<file path="src/rtl/rr_decoder_arbiter.sv">
// Round-robin owner arbiter for a shared N-to-2**N decoder.
// Registered sel/en with one dead cycle between owners.
module rr_decoder_arbiter #(
  parameter int N        = 4,
  parameter int HOLD_MAX = 8,
  parameter int CW       = 4
) (
  input  logic            clk,
  input  logic            rst,
  input  logic [2**N-1:0] req,
  input  logic            done,
  output logic [N-1:0]    sel,
  output logic            en,
  output logic [2**N-1:0] gnt,
  output logic            busy,
  output logic            timeout
);

  localparam int M = 2**N;
  localparam logic [CW-1:0] LAST =
    CW'(HOLD_MAX - 1);

  typedef enum logic [1:0] {
    IDLE,
    GRANT,
    GAP
  } state_t;

  state_t        state, state_d;
  logic [N-1:0]  ptr, ptr_d;
  logic [N-1:0]  sel_d;
  logic [N-1:0]  win, idx;
  logic [CW-1:0] cnt, cnt_d;
  logic          en_d, busy_d, to_d;
  logic          found;
  logic          rel_vol, rel_lim;

  // Descending scan so the lowest offset from ptr wins.
  always_comb begin
    win   = '0;
    idx   = '0;
    found = |req;
    for (int i = M - 1; i >= 0; i--) begin
      idx = ptr + i[N-1:0];
      if (req[idx]) win = idx;
    end
  end

  assign rel_vol = done | ~req[sel];
  assign rel_lim = (cnt == LAST);

  always_comb begin
    state_d = state;
    sel_d   = sel;
    en_d    = en;
    busy_d  = busy;
    to_d    = 1'b0;
    ptr_d   = ptr;
    cnt_d   = cnt;
    unique case (state)
      IDLE: begin
        if (found) begin
          state_d = GRANT;
          sel_d   = win;
          en_d    = 1'b1;
          busy_d  = 1'b1;
          cnt_d   = '0;
        end
      end
      GRANT: begin
        if (rel_vol || rel_lim) begin
          state_d = GAP;
          en_d    = 1'b0;
          busy_d  = 1'b1;
          ptr_d   = sel + N'(1);
          to_d    = rel_lim & ~rel_vol;
        end else begin
          cnt_d = cnt + CW'(1);
        end
      end
      GAP: begin
        if (found) begin
          state_d = GRANT;
          sel_d   = win;
          en_d    = 1'b1;
          busy_d  = 1'b1;
          cnt_d   = '0;
        end else begin
          state_d = IDLE;
          en_d    = 1'b0;
          busy_d  = 1'b0;
        end
      end
      default: begin
        state_d = IDLE;
        en_d    = 1'b0;
        busy_d  = 1'b0;
      end
    endcase
  end

  always_ff @(posedge clk or posedge rst) begin
    if (rst) begin
      state   <= IDLE;
      sel     <= '0;
      en      <= 1'b0;
      busy    <= 1'b0;
      timeout <= 1'b0;
      ptr     <= '0;
      cnt     <= '0;
    end else begin
      state   <= state_d;
      sel     <= sel_d;
      en      <= en_d;
      busy    <= busy_d;
      timeout <= to_d;
      ptr     <= ptr_d;
      cnt     <= cnt_d;
    end
  end

  assign gnt = en ? (M'(1) << sel) : '0;

endmodule

</file>
<file path="config.mk">
export PLATFORM = sky130hd
export DESIGN_NAME = rr_decoder_arbiter
export DESIGN_NICKNAME = d
export VERILOG_FILES = /design/src/rtl/rr_decoder_arbiter.sv
export SDC_FILE = /design/constraint.sdc
export NUM_CORES = 1
export LEC_CHECK = 0
export CAP_MARGIN = 20
export CORE_UTILIZATION = 59
export CTS_CLUSTER_SIZE = 24
export DETAILED_ROUTE_END_ITERATION = 12
export PLACE_DENSITY = 0.93
export SKIP_LAST_GASP = 1
export SLEW_MARGIN = 25
export SYNTH_ARGS = -nofsm -noshare
export SYNTH_HDL_FRONTEND = slang
export SYNTH_SLANG_ARGS = --single-unit
</file>
<file path="constraint.sdc">
create_clock -name clk -period 5.1 [get_ports clk]
set_clock_uncertainty 0.2 [all_clocks]
set_input_delay 0.51 -clock clk [delete_from_list [all_inputs] [get_ports clk]]
set_output_delay 0.51 -clock clk [all_outputs]
set_load 0.01 [all_outputs]
</file>
==> run_results.csv, run 1 <==
group,metric,value,unit
outcome,status,"complete, no violations",
setup_path,start_kind,"register",
clock_tree,postCtsResizedCells,0,
synthesis,seq_area_frac_synth,0.135,
clock_tree,cts_buffers,3,
detailed_routing,avgRoutedWirePerCell,22.1,um
global_routing,grt_max_degree,29,
detailed_routing,drcViolationCount,0,
global_routing,track_usage,0.361,
detailed_routing,viasPerCell,7.18,
hold_path,min-delay-path-class,"register to register",
synthesis,ys_seq_elements,17,
sta,slew-limit-headroom,0.409,
setup_path,cp-end-kind,"register",
synthesis,synth_common_cells,"mux4_2, nand2_1, inv_1",
clock_tree,cts_tree,"done",
floorplan,initial_utilization,0.616,
setup_path,critPathLaunch,"ptr[1]$_DFFE_PP0P_",
synthesis,async_reset_ff_frac,1.00,
setup_path,cpPeakStageDelay,0.81,ns
setup_path,crit_end,"sel[0]$_DFFE_PP0P_",
sta,min_period_over_period,0.780,
detailed_routing,drtPass1Iterations,5,
synthesis,synthTopCellsByArea,"mux4_2, dfrtp_1, ha_1",
synthesis,synth_top_area_share,0.208,
floorplan,die_h,75.0,um
placed_design,hpwl,7390,um
setup_path,arrival,3.86,ns
sta,period_minus_slack,3.98,ns
finish,regArea,425,um2
sta,setup_violations,0,
floorplan,die_w,75.0,um
global_routing,grt_pass1_vias,2890,
synthesis,synth.avg_cell_area,9.25,um2
synthesis,syn_area,3150,um2
sta,tightest_slew,0.884,ns
synthesis,ys_warn_count,0,
clock_tree,h-tree-depth,1,
floorplan,die-area,5630,um2
finish,post-route-util,0.710,
clock_tree,clkSlewWorstSetupHoldPaths,0.07,ns
clock_tree,clockRootBuffer,"clkbuf_8",
global_routing,antenna_found_initial,0,
finish,antenna_cells,0,
global_routing,overflow,0,
synthesis,yosysMostFrequentCell,"mux4_2",
setup_path,path_cells,"inv_1, ha_1, mux4_2, mux2_1, mux2i_2, nand2_1, o21bai_1, a32oi_1, o221ai_1",
synthesis,syn_nets,373,
setup_path,rr_startpoint,"ptr[1]$_DFFE_PP0P_",
floorplan,core,5110,um2
placed_design,gp_congestion,1.06,
finish,fin_nets,407,
sta,tns,0,ns
sta,maxSlewViolCount,0,
clock_tree,ctsHoldBuffers,0,
finish,final_cell_area,3620,um2
detailed_routing,ant_nets,0,
setup_path,rr_worst_depth,9,
setup_path,required,4.98,ns
finish,area_growth,15.2,%
floorplan,core.rowCount,26,
setup_path,path_max_fanout,13,
setup_path,path_class,"register to register",
clock_tree,cts_sinks,17,
detailed_routing,drt_iter0_drc,480,
synthesis,synth_top_cell_by_area,"mux4_2",
finish,drive_gt1_frac,0.174,
hold_path,min_from,"cnt[1]$_DFFE_PP0P_",
placed_design,place_area,3580,um2
clock_tree,clock_latency,0.25,ns
sta,hold_viol,0,
clock_tree,cts_max_path_buffers,2,
synthesis,synth_ff_type,"dfrtp_1",
synthesis,netlist_instances,340,
finish,n_fill_cell,409,
detailed_routing,routed_wl,9810,um
flow_run,cap_violations,0,
sta,rsz0062_at_grt,"no",
floorplan,io_pins,42,
synthesis,synth_edf_count,0,
global_routing,grt_first_pass_wirelength,14900,um
placed_design,io_buffers,41,
sta,fmax,0.251,GHz
setup_path,crit_slowest_cell,"ha_1",
detailed_routing,via_count,3179,
clock_tree,postCtsSetupBuffers,0,
setup_path,r2r_setup_slack,1.12,ns
setup_path,r2r_end,"sel[0]$_DFFE_PP0P_",
finish,multi_input_area,2530,um2
synthesis,ys_types,67,
sta,fin_hold_ws,0.327,ns
[stage by stage]
| stage | worst slack, ns | instances |
|---|---|---|
| floorplan | 1.66 | 340 |
| global route | 1.09 | 443 |
| global placement | 1.29 | 439 |
| finish | 1.12 | 443 |
| CTS | 1.26 | 443 |
| detailed placement | 1.30 | 439 |
[worst max-delay path: cells and delay by family (launching register included)]
kind	cells	cell delay, ns
simple gates	1	0.14
mux	3	1.54
fa+ha+maj	1	0.81
compound gates	3	0.60
buf+inv	1	0.18
flops	1	0.34
[state kept, by name, summed over array words and instances, names as in the netlist]
name     count
en           1
timeout      1
sel          4
busy         1
state        2
ptr          4
cnt          4
[metal layers]
| metal | share of wire | track usage | up-vias |
|---|---|---|---|
| met4 | 0.036 | 0.176 | 0 |
| met2 | 0.47 | 0.539 | 260 |
| met1 | 0.38 | 0.497 | 1480 |
| li1 | - | - | 1386 |
| met5 | 0 | 0 | - |
| met3 | 0.12 | 0.0843 | 53 |
[cells in the final DEF, fill, tap and decap left out, types with 4 or more instances in the layout]
master	instances
ha_1	14
nand2_1	27
nor2_1	19
clkdlybuf4s50_1	41
and2_1	5
mux4_2	29
a31oi_1	5
dfrtp_1	17
xnor2_1	10
buf_4	6
nand3_1	11
nand4_1	6
a21o_1	4
a21oi_1	18
nor3_1	6
and3_1	15
inv_1	20
mux2i_4	4
nor4_1	5
a22oi_1	4
nand2b_1	6
mux2_2	13
o21ai_0	10
mux2i_1	13
[area by class of cell]
cell class,instances,share of cell area
multi-input cells,283,0.698
clock buffers,4,0.0124
flip-flops and latches,17,0.117
repair buffers,47,0.126
well taps,70,0.0242
inverters,22,0.0228
[cell families after synthesis]
family,after synthesis,share of synthesized area
AND/OR/NAND/NOR,110,0.177
adder cells (fa/ha/maj),14,0.0557
multiplexers,65,0.349
buffers and inverters,40,0.0609
XOR/XNOR,14,0.0414
AO/OA/AOI/OAI,80,0.181
flip-flops,17,0.135
[how the worst min path moves through the flow]
stage                              end  slack, ns  cells after the start
finish              cnt[1]$_DFFE_PP0P_       0.33                      2
floorplan             busy$_DFFE_PP0P_       0.24                      1
global route        cnt[1]$_DFFE_PP0P_       0.34                      2
global placement    cnt[1]$_DFFE_PP0P_       0.29                      2
CTS                 cnt[1]$_DFFE_PP0P_       0.31                      2
detailed placement      en$_DFFE_PP0P_       0.30                      1
Power of run 1 is left out: the tool's default activity adds up to more than one toggle a clock period on the data nets, which glitch-free logic cannot reach.
==> run 2: changes to the inputs <==
--- a/config.mk
+++ b/config.mk
@@ -6,10 +6,10 @@
 export NUM_CORES = 1
 export LEC_CHECK = 0
 export CAP_MARGIN = 20
-export CORE_UTILIZATION = 59
+export CORE_UTILIZATION = 57
 export CTS_CLUSTER_SIZE = 24
 export DETAILED_ROUTE_END_ITERATION = 12
-export PLACE_DENSITY = 0.93
+export PLACE_DENSITY = 0.9
 export SKIP_LAST_GASP = 1
 export SLEW_MARGIN = 25
 export SYNTH_ARGS = -nofsm -noshare
==> constraint.sdc (replaced) <==
create_clock -name clk -period 3.8 [get_ports clk]
set_clock_uncertainty 0.2 [all_clocks]
set_input_delay 0.38 -clock clk [delete_from_list [all_inputs] [get_ports clk]]
set_output_delay 0.38 -clock clk [all_outputs]
set_load 0.01 [all_outputs]
==> run 2 against run 1 <==
Compared with the run above:
- final area up 1.8%
- global-route usage fell by 0.76 points
- critical path type unchanged
- largest cell class unchanged
- critical endpoint is now sel[1]$_DFFE_PP0P_
- via count is 3.6% higher
- hold slack worse by 0.0091 ns
==> run_results.csv, run 2 (synthesis gave the netlist of run 1 again) <==
group,metric,value,unit
finish,layout_common_cells,"clkdlybuf4s50_1, mux4_2, nand2_1",
setup_path,path_common_cell,"buf_4",
setup_path,crit_slowest_cell,"xnor2_1",
setup_path,arrival,3.45,ns
sta,tns,0,ns
clock_tree,cts_tree,"done",
sta,slew-limit-headroom,0.382,
finish,area_growth,17.3,%
clock_tree,ctsHoldBuffers,0,
global_routing,grt_max_degree,18,
finish,antenna_cells,0,
sta,maxSlewViolCount,0,
finish,multi_input_area,2530,um2
sta,tightest_slew,0.921,ns
sta,rsz0062_at_grt,"no",
sta,setup_violations,0,
floorplan,die-area,5820,um2
global_routing,grt_pass1_vias,3179,
detailed_routing,avgRoutedWirePerCell,22.4,um
setup_path,cp_num_buf_inv,2,
detailed_routing,via_count,3294,
global_routing,grt_first_pass_wirelength,16100,um
clock_tree,postCtsSetupBuffers,0,
setup_path,required,3.74,ns
finish,regArea,425,um2
placed_design,gp_congestion,1.08,
finish,final_common_cell,"clkdlybuf4s50_1",
clock_tree,clkSlewWorstSetupHoldPaths,0.08,ns
global_routing,antenna_found_initial,0,
detailed_routing,drtPass1Iterations,5,
sta,hold_viol,0,
sta,min_period_over_period,0.925,
clock_tree,postCtsResizedCells,0,
floorplan,core,5200,um2
floorplan,io_pins,42,
setup_path,start_kind,"register",
sta,fmax,0.285,GHz
floorplan,die_h,76.3,um
setup_path,cpPeakStageDelay,0.74,ns
detailed_routing,routed_wl,10100,um
finish,fin_nets,415,
detailed_routing,ant_nets,0,
setup_path,rr_startpoint,"ptr[1]$_DFFE_PP0P_",
floorplan,die_w,76.3,um
clock_tree,h-tree-depth,1,
detailed_routing,drt_iter0_drc,452,
floorplan,initial_utilization,0.604,
flow_run,cap_violations,0,
finish,drive_gt1_frac,0.194,
hold_path,min-delay-path-class,"input port to asynchronous set/reset pin",
setup_path,path_max_fanout,12,
global_routing,overflow,0,
setup_path,path_class,"register to register",
setup_path,critPathLaunch,"ptr[1]$_DFFE_PP0P_",
setup_path,cp-end-kind,"register",
detailed_routing,drcViolationCount,0,
clock_tree,cts_buffers,3,
clock_tree,cts_max_path_buffers,2,
placed_design,io_buffers,41,
floorplan,core.rowCount,26,
outcome,status,"complete, no violations",
sta,period_minus_slack,3.51,ns
setup_path,path_cells,"buf_4, ha_1, xnor2_1, buf_4, mux4_2, o2111ai_1, a31oi_1, o41ai_1, o21ai_1",
clock_tree,cts_sinks,17,
clock_tree,clock_latency,0.26,ns
clock_tree,clockRootBuffer,"clkbuf_8",
setup_path,path_delay_family,"compound AO/OA/AOI/OAI gates",
placed_design,hpwl,7960,um
global_routing,track_usage,0.354,
finish,largestRegisters,"cnt x4, ptr x4, sel x4",
detailed_routing,viasPerCell,7.30,
finish,n_fill_cell,388,
==> run 2: changes by cell type in the layout (fill, tap and decap cells not counted) <==
cell and change:
buf_4 +8, clkinvlp_4 +1, clkbuf_1 -1
==> run 2: worst paths after layout <==
path	endpoint	slack (ns)	depth (start not counted)
max	sel[1]$_DFFE_PP0P_	0.29	9
min	cnt[0]$_DFFE_PP0P_	0.32	2
max reg2reg	sel[1]$_DFFE_PP0P_	0.29	9
min reg2reg	en$_DFFE_PP0P_	0.33	1
max in group asynchronous	sel[1]$_DFFE_PP0P_	2.65	2
min in group clk	en$_DFFE_PP0P_	0.33	1
==> run 2: per-stage QoR <==
step	area (um2)	setup slack [ns]	hold slack (ns)	utilization	instances
detailed placement	3640	0.333	0.300	0.699	447
floorplan	3150	0.361	0.106	-	340
global route	3690	0.0713	0.338	0.709	451
finish	3690	0.285	0.318	0.709	451
CTS	3690	0.325	0.323	0.709	451
global placement	3640	0.421	0.294	0.699	447
==> run 2: layout make-up <==
cell class | instances | share of cell area
Clock buffer | 3 | 0.0112
Clock inverter | 1 | 0.00204
Inverter | 22 | 0.0224
Multi-Input combinational cell | 283 | 0.686
Sequential cell | 17 | 0.115
Tap cell | 70 | 0.0237
Timing Repair Buffer | 55 | 0.140
==> run 2: per-layer routing <==
metal	share of wire	vias to the layer above	global-route usage
li1	-	1403	-
met1	0.35	1528	0.442
met2	0.47	299	0.572
met3	0.12	64	0.0790
met4	0.054	0	0.183
met5	0	-	0
==> run 2: worst reg2reg max path, cell delays in order, from the launching register on <==
cell and delay, ns:
dfrtp_1 0.41, buf_4 0.21, ha_1 0.25, xnor2_1 0.74
buf_4 0.28, mux4_2 0.55, o2111ai_1 0.21, a31oi_1 0.07
o41ai_1 0.36, o21ai_1 0.11
Power of run 2 is left out for the same reason.
